==> config.mk <==
export PLATFORM = sky130hd
export DESIGN_NAME = reg_scoreboard
export DESIGN_NICKNAME = d
export VERILOG_FILES = /design/src/rtl/reg_scoreboard.sv
export SDC_FILE = /design/constraint.sdc
export NUM_CORES = 1
export LEC_CHECK = 0
export ABC_AREA = 1
export CAP_MARGIN = 40
export CORE_MARGIN = 4
export CORE_UTILIZATION = 30
export DETAILED_ROUTE_END_ITERATION = 8
export GPL_TIMING_DRIVEN = 0
export PLACE_DENSITY_LB_ADDON = 0.05
export SKIP_CTS_REPAIR_TIMING = 1
export SKIP_LAST_GASP = 1
export SYNTH_ARGS = -nofsm -noshare
export SYNTH_HDL_FRONTEND = slang
export SYNTH_SLANG_ARGS = --single-unit
==> constraint.sdc <==
create_clock -name clk -period 2.87 [get_ports clk]
set_clock_uncertainty 0.15 [all_clocks]
set_input_delay 0.4305 -clock clk [delete_from_list [all_inputs] [get_ports clk]]
set_output_delay 0.4305 -clock clk [all_outputs]
set_load 0.01 [all_outputs]
==> src/rtl/reg_scoreboard.sv <==
// reg_scoreboard: per-register in-flight write tracking for a scalar pipeline.
// One CNT_W-bit counter per architectural register x1..x31 counts writes that
// have left ID but not yet committed at MEM/WB. ID is held (stall) while a
// source it reads is still pending, or while its own destination counter is
// saturated.
//
// Optional feature, macro SCOREBOARD_WB_BYPASS_EN: a source whose counter is 1
// and whose write retires at MEM/WB in the same cycle is treated as ready.
//
// Handshake: issue_valid is the request and !stall is the ready. An issue is
// accepted only in a cycle with issue_valid=1 and stall=0. A stalled issue
// leaves every counter untouched, and the requester must hold its inputs.
module reg_scoreboard #(
  parameter int CNT_W = 2
) (
  input  logic       clk,
  input  logic       rst,
  input  logic       issue_valid,
  input  logic       issue_reg_we,
  input  logic [4:0] issue_rd,
  input  logic [4:0] id_rs1,
  input  logic [4:0] id_rs2,
  input  logic       id_uses_rs1,
  input  logic       id_uses_rs2,
  input  logic       wb_reg_we,
  input  logic [4:0] wb_rd,
  input  logic       flush,
  output logic       stall,
  output logic       busy
);

  localparam logic [CNT_W-1:0] CNT_MAX = '1;
  localparam logic [CNT_W-1:0] CNT_ONE = CNT_W'(1);

  // Entry 0 exists only to keep indexing uniform; it is held at zero.
  logic [CNT_W-1:0] r_cnt [32];
  logic             r_busy;

  logic [CNT_W-1:0] w_cnt_nxt [32];
  logic [CNT_W-1:0] w_rs1_cnt;
  logic [CNT_W-1:0] w_rs2_cnt;
  logic [CNT_W-1:0] w_rd_cnt;
  logic [CNT_W-1:0] w_wb_cnt;
  logic             w_rs1_haz;
  logic             w_rs2_haz;
  logic             w_rd_sat;
  logic             w_stall;
  logic             w_inc;
  logic             w_dec;
  logic             w_any_nxt;

  assign w_rs1_cnt = r_cnt[id_rs1];
  assign w_rs2_cnt = r_cnt[id_rs2];
  assign w_rd_cnt  = r_cnt[issue_rd];
  assign w_wb_cnt  = r_cnt[wb_rd];

  // Source hazard detection, optionally forgiving a retiring last write.
  always_comb begin
    w_rs1_haz = id_uses_rs1 && (id_rs1 != 5'd0) && (w_rs1_cnt != '0);
    w_rs2_haz = id_uses_rs2 && (id_rs2 != 5'd0) && (w_rs2_cnt != '0);
`ifdef SCOREBOARD_WB_BYPASS_EN
    if ((w_rs1_cnt == CNT_ONE) && wb_reg_we && (wb_rd == id_rs1))
      w_rs1_haz = 1'b0;
    if ((w_rs2_cnt == CNT_ONE) && wb_reg_we && (wb_rd == id_rs2))
      w_rs2_haz = 1'b0;
`endif
  end

  assign w_rd_sat = issue_valid && issue_reg_we && (issue_rd != 5'd0) &&
                    (w_rd_cnt == CNT_MAX);
  assign w_stall  = w_rs1_haz || w_rs2_haz || w_rd_sat;
  assign stall    = w_stall;

  // Accepted destination write and committing writeback (never underflows).
  assign w_inc = issue_valid && !w_stall && issue_reg_we && (issue_rd != 5'd0);
  assign w_dec = wb_reg_we && (wb_rd != 5'd0) && (w_wb_cnt != '0);

  // Next counter values; an increment and decrement on one register cancel.
  always_comb begin
    w_any_nxt = 1'b0;
    for (int i = 0; i < 32; i++) begin
      w_cnt_nxt[i] = r_cnt[i];
      if (i != 0) begin
        if (w_inc && (issue_rd == 5'(i)))
          w_cnt_nxt[i] = w_cnt_nxt[i] + CNT_ONE;
        if (w_dec && (wb_rd == 5'(i)))
          w_cnt_nxt[i] = w_cnt_nxt[i] - CNT_ONE;
      end else begin
        w_cnt_nxt[i] = '0;
      end
      w_any_nxt = w_any_nxt | (w_cnt_nxt[i] != '0);
    end
  end

  // Counter state and registered busy; reset beats flush beats normal update.
  always_ff @(posedge clk) begin
    if (rst || flush) begin
      for (int i = 0; i < 32; i++) r_cnt[i] <= '0;
      r_busy <= 1'b0;
    end else begin
      for (int i = 0; i < 32; i++) r_cnt[i] <= w_cnt_nxt[i];
      r_busy <= w_any_nxt;
    end
  end

  assign busy = r_busy;

endmodule
; ---- Yosys cells after proc, flatten, opt, wreduce, memory -nomap -nowiden
; Memories as Yosys holds them, arrays and structs flattened.
; Index checks and enable logic that the tools add are counted.
[totals]
regBits = 1
latch_bits = 0
inputBits = 28
mem_count = 1
ram_bits = 64
wordCells = 402
output_inout_bits = 2
rom_bits = 0
[op_classes]
n_addsub = 62
reduce_logical = 116
n_eq_ne = 63
div = 0
mux = 97
order_cmp = 0
shift = 0
n_bitwise = 62
mul = 0
[memory_table]
columns = name, words, width, rd, rd_ports_with_merged_regs, wr, line
row1 = r_cnt, 32, 2, 35, 0, 32, 36  ; logic [CNT_W-1:0] r_cnt [32];
[ops]
columns = operator, count
row1 = 2-bit two-way mux, 94
row2 = 5-bit == test (second input constant), 32
row3 = 5-bit by 4-bit == test with 1-bit output (second input constant), 16
row4 = 1-bit logical AND, 74
row5 = 2-bit nonzero test, 34
row6 = 2-bit by 1-bit adder with 2-bit output (second input constant), 31
row7 = 1-bit bitwise OR, 62
row8 = 2-bit by 1-bit subtractor with 2-bit output (second input constant), 31
row9 = 5-bit by 3-bit == test with 1-bit output (second input constant), 8
row10 = 5-bit by 2-bit == test with 1-bit output (second input constant), 4
row11 = 5-bit nonzero test, 4
row12 = 5-bit by 1-bit == test with 1-bit output (second input constant), 2
row13 = 1-bit logical OR, 3
row14 = 1-bit two-way mux, 3
row15 = 2-bit == test (second input constant), 1
row16 = 1-bit zero test, 1

; ---- Logic depth before layout (Yosys ltp)
[depth]
word_depth = 44
ltp_mapped = 29
ltp_nobuf = 27

; ---- Least setup slack after synthesis
; No wires, ideal clock.
[synth_path]
kind = input to register
startpoint = input issue_rd[0]
endpoint = register r_busy, in the netlist busy
path_buffers = 4
path_slack_ns = 0.117
arrival_ns = 2.494
path_stages = 24
required_time_ns = 2.611
path_cell_list = buf_4 -> buf_6 -> nor2_1 -> nand2_1 -> nand3_1 -> nand2_1 -> nand2_1 -> o21ai_1 -> nand2_1 -> nand2_1 -> nor2_2 -> nor2_4 -> buf_6 -> buf_4 -> nand4_1 -> nand3_1 -> o21ai_0 -> nand2_1 -> nor2_1 -> nand2_1 -> nor2_1 -> nand3_1 -> nand2_1 -> inv_1
[synth_via]
elab_chain_cells = 43
word_cells_on_any_way = 226
classes_between = add/sub (31) / eq/ne (32) / mux (62) / bitwise (30) / reduce/logical (70) / memory (1)
[synth_rtl]
columns = item, line
row1 = "start, declared", 20  ; input logic [4:0] issue_rd,
row2 = memory 32 x 2 bit / 5-bit nonzero test (equally long branches), n/a
row3 = 2-bit == test / 1-bit logical AND (equally long branches), "70, 69"
row4 = 1-bit logical AND, 69  ; assign w_rd_sat = issue_valid && issue_reg_we && (issue_rd != 5'd0) &&
row5 = 1-bit logical OR, 71  ; assign w_stall = w_rs1_haz || w_rs2_haz || w_rd_sat;
row6 = 1-bit zero test, 75  ; assign w_inc = issue_valid && !w_stall && issue_reg_we && (issue_rd != 5'd0);
row7 = 1-bit logical AND (3 in a row), 75
row8 = 1-bit logical AND, 84  ; if (w_inc && (issue_rd == 5'(i)))
row9 = 2-bit two-way mux, 84
row10 = 2-bit by 1-bit subtractor with 2-bit output, 87  ; w_cnt_nxt[i] = w_cnt_nxt[i] - CNT_ONE;
row11 = 2-bit two-way mux, 86  ; if (w_dec && (wb_rd == 5'(i)))
row12 = 2-bit nonzero test, 91  ; w_any_nxt = w_any_nxt | (w_cnt_nxt[i] != '0);
row13 = 1-bit bitwise OR (29 in a row), 91
row14 = 1-bit bitwise OR *, 91
row15 = "end signal, assigned", 102  ; r_busy <= w_any_nxt;
row16 = "end, declared", 37  ; logic r_busy;
; Every way passes the cells marked *; elsewhere a longest branch is shown, timed or not.
; A chain may end at the register's enable or synchronous reset.

==> key figures <==
STA
  • Final setup violation count: 2
  • Final Hold Slack: 421.2 ps
  • Worst slew pin tran: 713.2 ps
  • Min Tclk post-route: 3284 ps
  • Relative slew slack: 0.5245
  • Final Max Tran Viols: 0
  • RSZ-0062 raised after global routing: yes
  • Final Hold Fails: 0
  • Final critical-path share of the clock period: 1.144
  • Fin worst setup slack: -413.8 ps
  • Fmax: 0.3045 GHz

Yosys
  • Share of the synthesized area in the top cell type: 0.2696
  • Netlist cell types: 27
  • Post-Syn Instances: 1,096
  • Synth area leader: nand2_1
  • Post-synth EDFFs: 0
  • Top cells by area, synth: nand2_1, dfxtp_1, nor2_1, nand3_1, inv_1
  • Cell Area, Synth: 5695 um^2
  • Async set-reset flop share out of synthesis: 0
  • Synth Area per Inst: 5.197 um^2
  • Syn Nets: 1,124
  • Register area share after synthesis: 0.2214
  • Synth warnings: 0
  • Register bit total from synthesis: 63
  • Top_reg_cell synth: dfxtp_1

Clock network
  • Clock tree sinks: 63
  • Root Driver: clkbuf_16
  • H-tree depth: 3
  • CTS tree: done
  • Clk_lat worst skew: 350 ps
  • Total CTS buffers: 9
  • Clock Path Buffers: 2
  • Worst-path clk slew: 60 ps

Routing
  • # DRC: 0
  • DRT Pass-1 Iters: 7
  • Wire per inst: 20.41 um
  • Vias per inst: 5.334
  • DRT iter0 DRCs: 695
  • Final wirelength: 28.51 mm
  • DRT antenna net count: 0
  • Vias post-DR: 7,451

Setup path
  • CP required: 2970 ps
  • RR Startpoint: r_cnt[18][0]$_SDFF_PP0_
  • Critical path type: flip-flop to flip-flop
  • Critical Path Fanout Max: 10
  • WP data arrival: 3390 ps
  • Critical Path Slowest Stage Cell: dfxtp_1
  • Worst setup path start: r_cnt[18][0]$_SDFF_PP0_
  • CP most frequent cell: nand3_1
  • Critical path, cell by cell: nor2_2 > nand2_1 > nand3_1 > nand3_1 > nand3_1 > nand3_1 > nand3_2 > nand2_4 > nor2_4 > buf_8 > buf_8 > nand4_1 > nand3_1 > nand2_1 > nor2_1 > nand2_1 > nor2_4 > nand2_2 > nor2_1 > nand3_1 > nand2_1 > inv_1
  • Startpoint Class: flip-flop
  • CP Capture Type: flip-flop
  • CP max stage delay: 360 ps

GRT
  • Vias in the first global route: 6,665
  • Grt ovf: 0
  • Global-route wire length before repair: 40.84 mm
  • GRT Resource Usage Total: 0.2554
  • Initial antenna violation count: 0
  • Largest net degree at the start of global routing: 11

Min path
  • Hold crit path type: flip-flop to flip-flop
  • Hold_sp: r_cnt[7][1]$_SDFF_PP0_

Place
  • Placed inst area: 6240 um^2
  • DPL Wire Length: 21.80 mm
  • Final GP Congestion: 1.003
  • Pre-CTS WS: -1672 ps
  • IO buf count: 24

Final layout
  • Register area: 1285 um^2
  • FILL cells: 2,110
  • Post-route cell area: 7337 um^2
  • Multi-input logic area: 4131 um^2
  • Post-layout util: 0.3922
  • Layout Nets: 1,186
  • Synth-to-layout area growth: 28.82%
  • Share of cells above drive strength 1: 0.1625
  • Antenna Cells: 0

Job
  • Max Cap Viol: 0

Power and ir drop
  • Power Internal: 1814 uW
  • Sequential Power Share: 0.335
  • Pwr per Cell Area: 357.7 nW/um^2
  • P_leak: 0.003513 uW
  • Final Power: 2624 uW
  • Combinational share of power: 0.212
  • Clk pwr share: 0.453
  • Switching power: 810.7 uW
  • Peak supply drop: 282.0 uV
  • Switching share of power: 0.3089

Floorplan
  • Die Y-Extent: 145.8 um
  • Ports: 30
  • DIE WIDTH: 145.8 um
  • Starting Density: 0.3045
  • FP Rows: 50
  • Core area: 18,710 um^2
  • Die ar.: 21,250 um^2

Status
  • Failing checks: negative setup slack
  • Status: finished, violations left
## per-layer routing
metal / track usage / up-vias / wire length, um
met5: 0 / - / 0
met4: 0.1206 / 0 / 1052
met3: 0.04578 / 69 / 2051
met2: 0.4001 / 330 / 12850
met1: 0.3404 / 3408 / 12550
li1: - / 3644 / -
## through the flow
stage | setup TNS (ps) | cells
2_1_floorplan | 0 | 1096
3_3_place_gp | -46660 | 1354
3_5_place_dp | -47150 | 1355
4_1_cts | -24840 | 1371
5_1_grt | -829.6 | 1397
6_report | -643.0 | 1397
## area by class of cell
| type | instances | area share |
|---|---|---|
| Multi-Input combinational cell | 870 | 0.5631 |
| Sequential cell | 63 | 0.1751 |
| Timing Repair Buffer | 51 | 0.07111 |
| Inverter | 124 | 0.06565 |
| Buffer | 39 | 0.04280 |
| Tap cell | 234 | 0.03990 |
| Clock buffer | 13 | 0.03683 |
| Clock inverter | 3 | 0.005457 |
## synth_stat cells (4+ instances only)
cell	instances
o22ai_1	9
buf_2	15
nand4_1	39
buf_1	4
o21ai_0	40
inv_1	115
dfxtp_1	63
a21oi_1	41
o21ai_1	7
nand3b_1	12
buf_4	5
nor2_1	161
inv_2	6
nor3_1	32
clkbuf_1	12
nand2_1	409
nand3_1	107
## power by group through the flow
stage          Clock [uW]  Sequential [uW]  Combinational (uW)
4_1_cts              1200              880                 427
3_5_place_dp            0              899                 425
3_3_place_gp            0              899                 426
5_1_grt              1240              879                 579
6_report             1190              879                 557
2_1_floorplan           0              899                 233
## kinds of logic (layout without fill, tap and decap cells)
logic type,after synthesis,count (layout),share of synthesized area
simple gates,767,767,0.5650
buf+inv,163,230,0.1180
compound gates,103,103,0.09556
flops,63,63,0.2214
## sequential cells by signal, indices dropped and copies added, names as in the netlist
register and flops:
busy 1, r_cnt 62
## worst max-delay path: cells and delay by family (launching register included)
kind / cells / cell delay (ps)
buffers and inverters: 3 / 390
flip-flops: 1 / 360
AND/OR/NAND/NOR: 19 / 2260
## path summary, 6_finish.rpt
check / slack, ps / to / cells after the start
max: -410 / busy$_SDFF_PP0_ / 22
min: 420 / r_cnt[7][1]$_SDFF_PP0_ / 2
max reg2reg: -410 / busy$_SDFF_PP0_ / 22
min reg2reg: 420 / r_cnt[7][1]$_SDFF_PP0_ / 2
## placed cells by master, fill, tap and decap left out, drive strengths merged
cell type / netlist / routed
a211oi: 1 / 1
a21oi: 41 / 41
and3: 2 / 2
buf: 27 / 48
bufinv: 0 / 1
clkbuf: 12 / 34
clkdlybuf4s50: 0 / 12
clkinv: 3 / 2
clkinvlp: 0 / 3
dfxtp: 63 / 63
dlymetal6s2s: 0 / 9
inv: 121 / 121
nand2: 410 / 410
nand3: 107 / 107
nand3b: 12 / 12
nand4: 39 / 39
nor2: 165 / 165
nor3: 32 / 32
o21ai: 47 / 47
o21bai: 2 / 2
o221ai: 2 / 2
o22ai: 9 / 9
o31ai: 1 / 1
No activity file was read; power rests on OpenSTA's default activity.
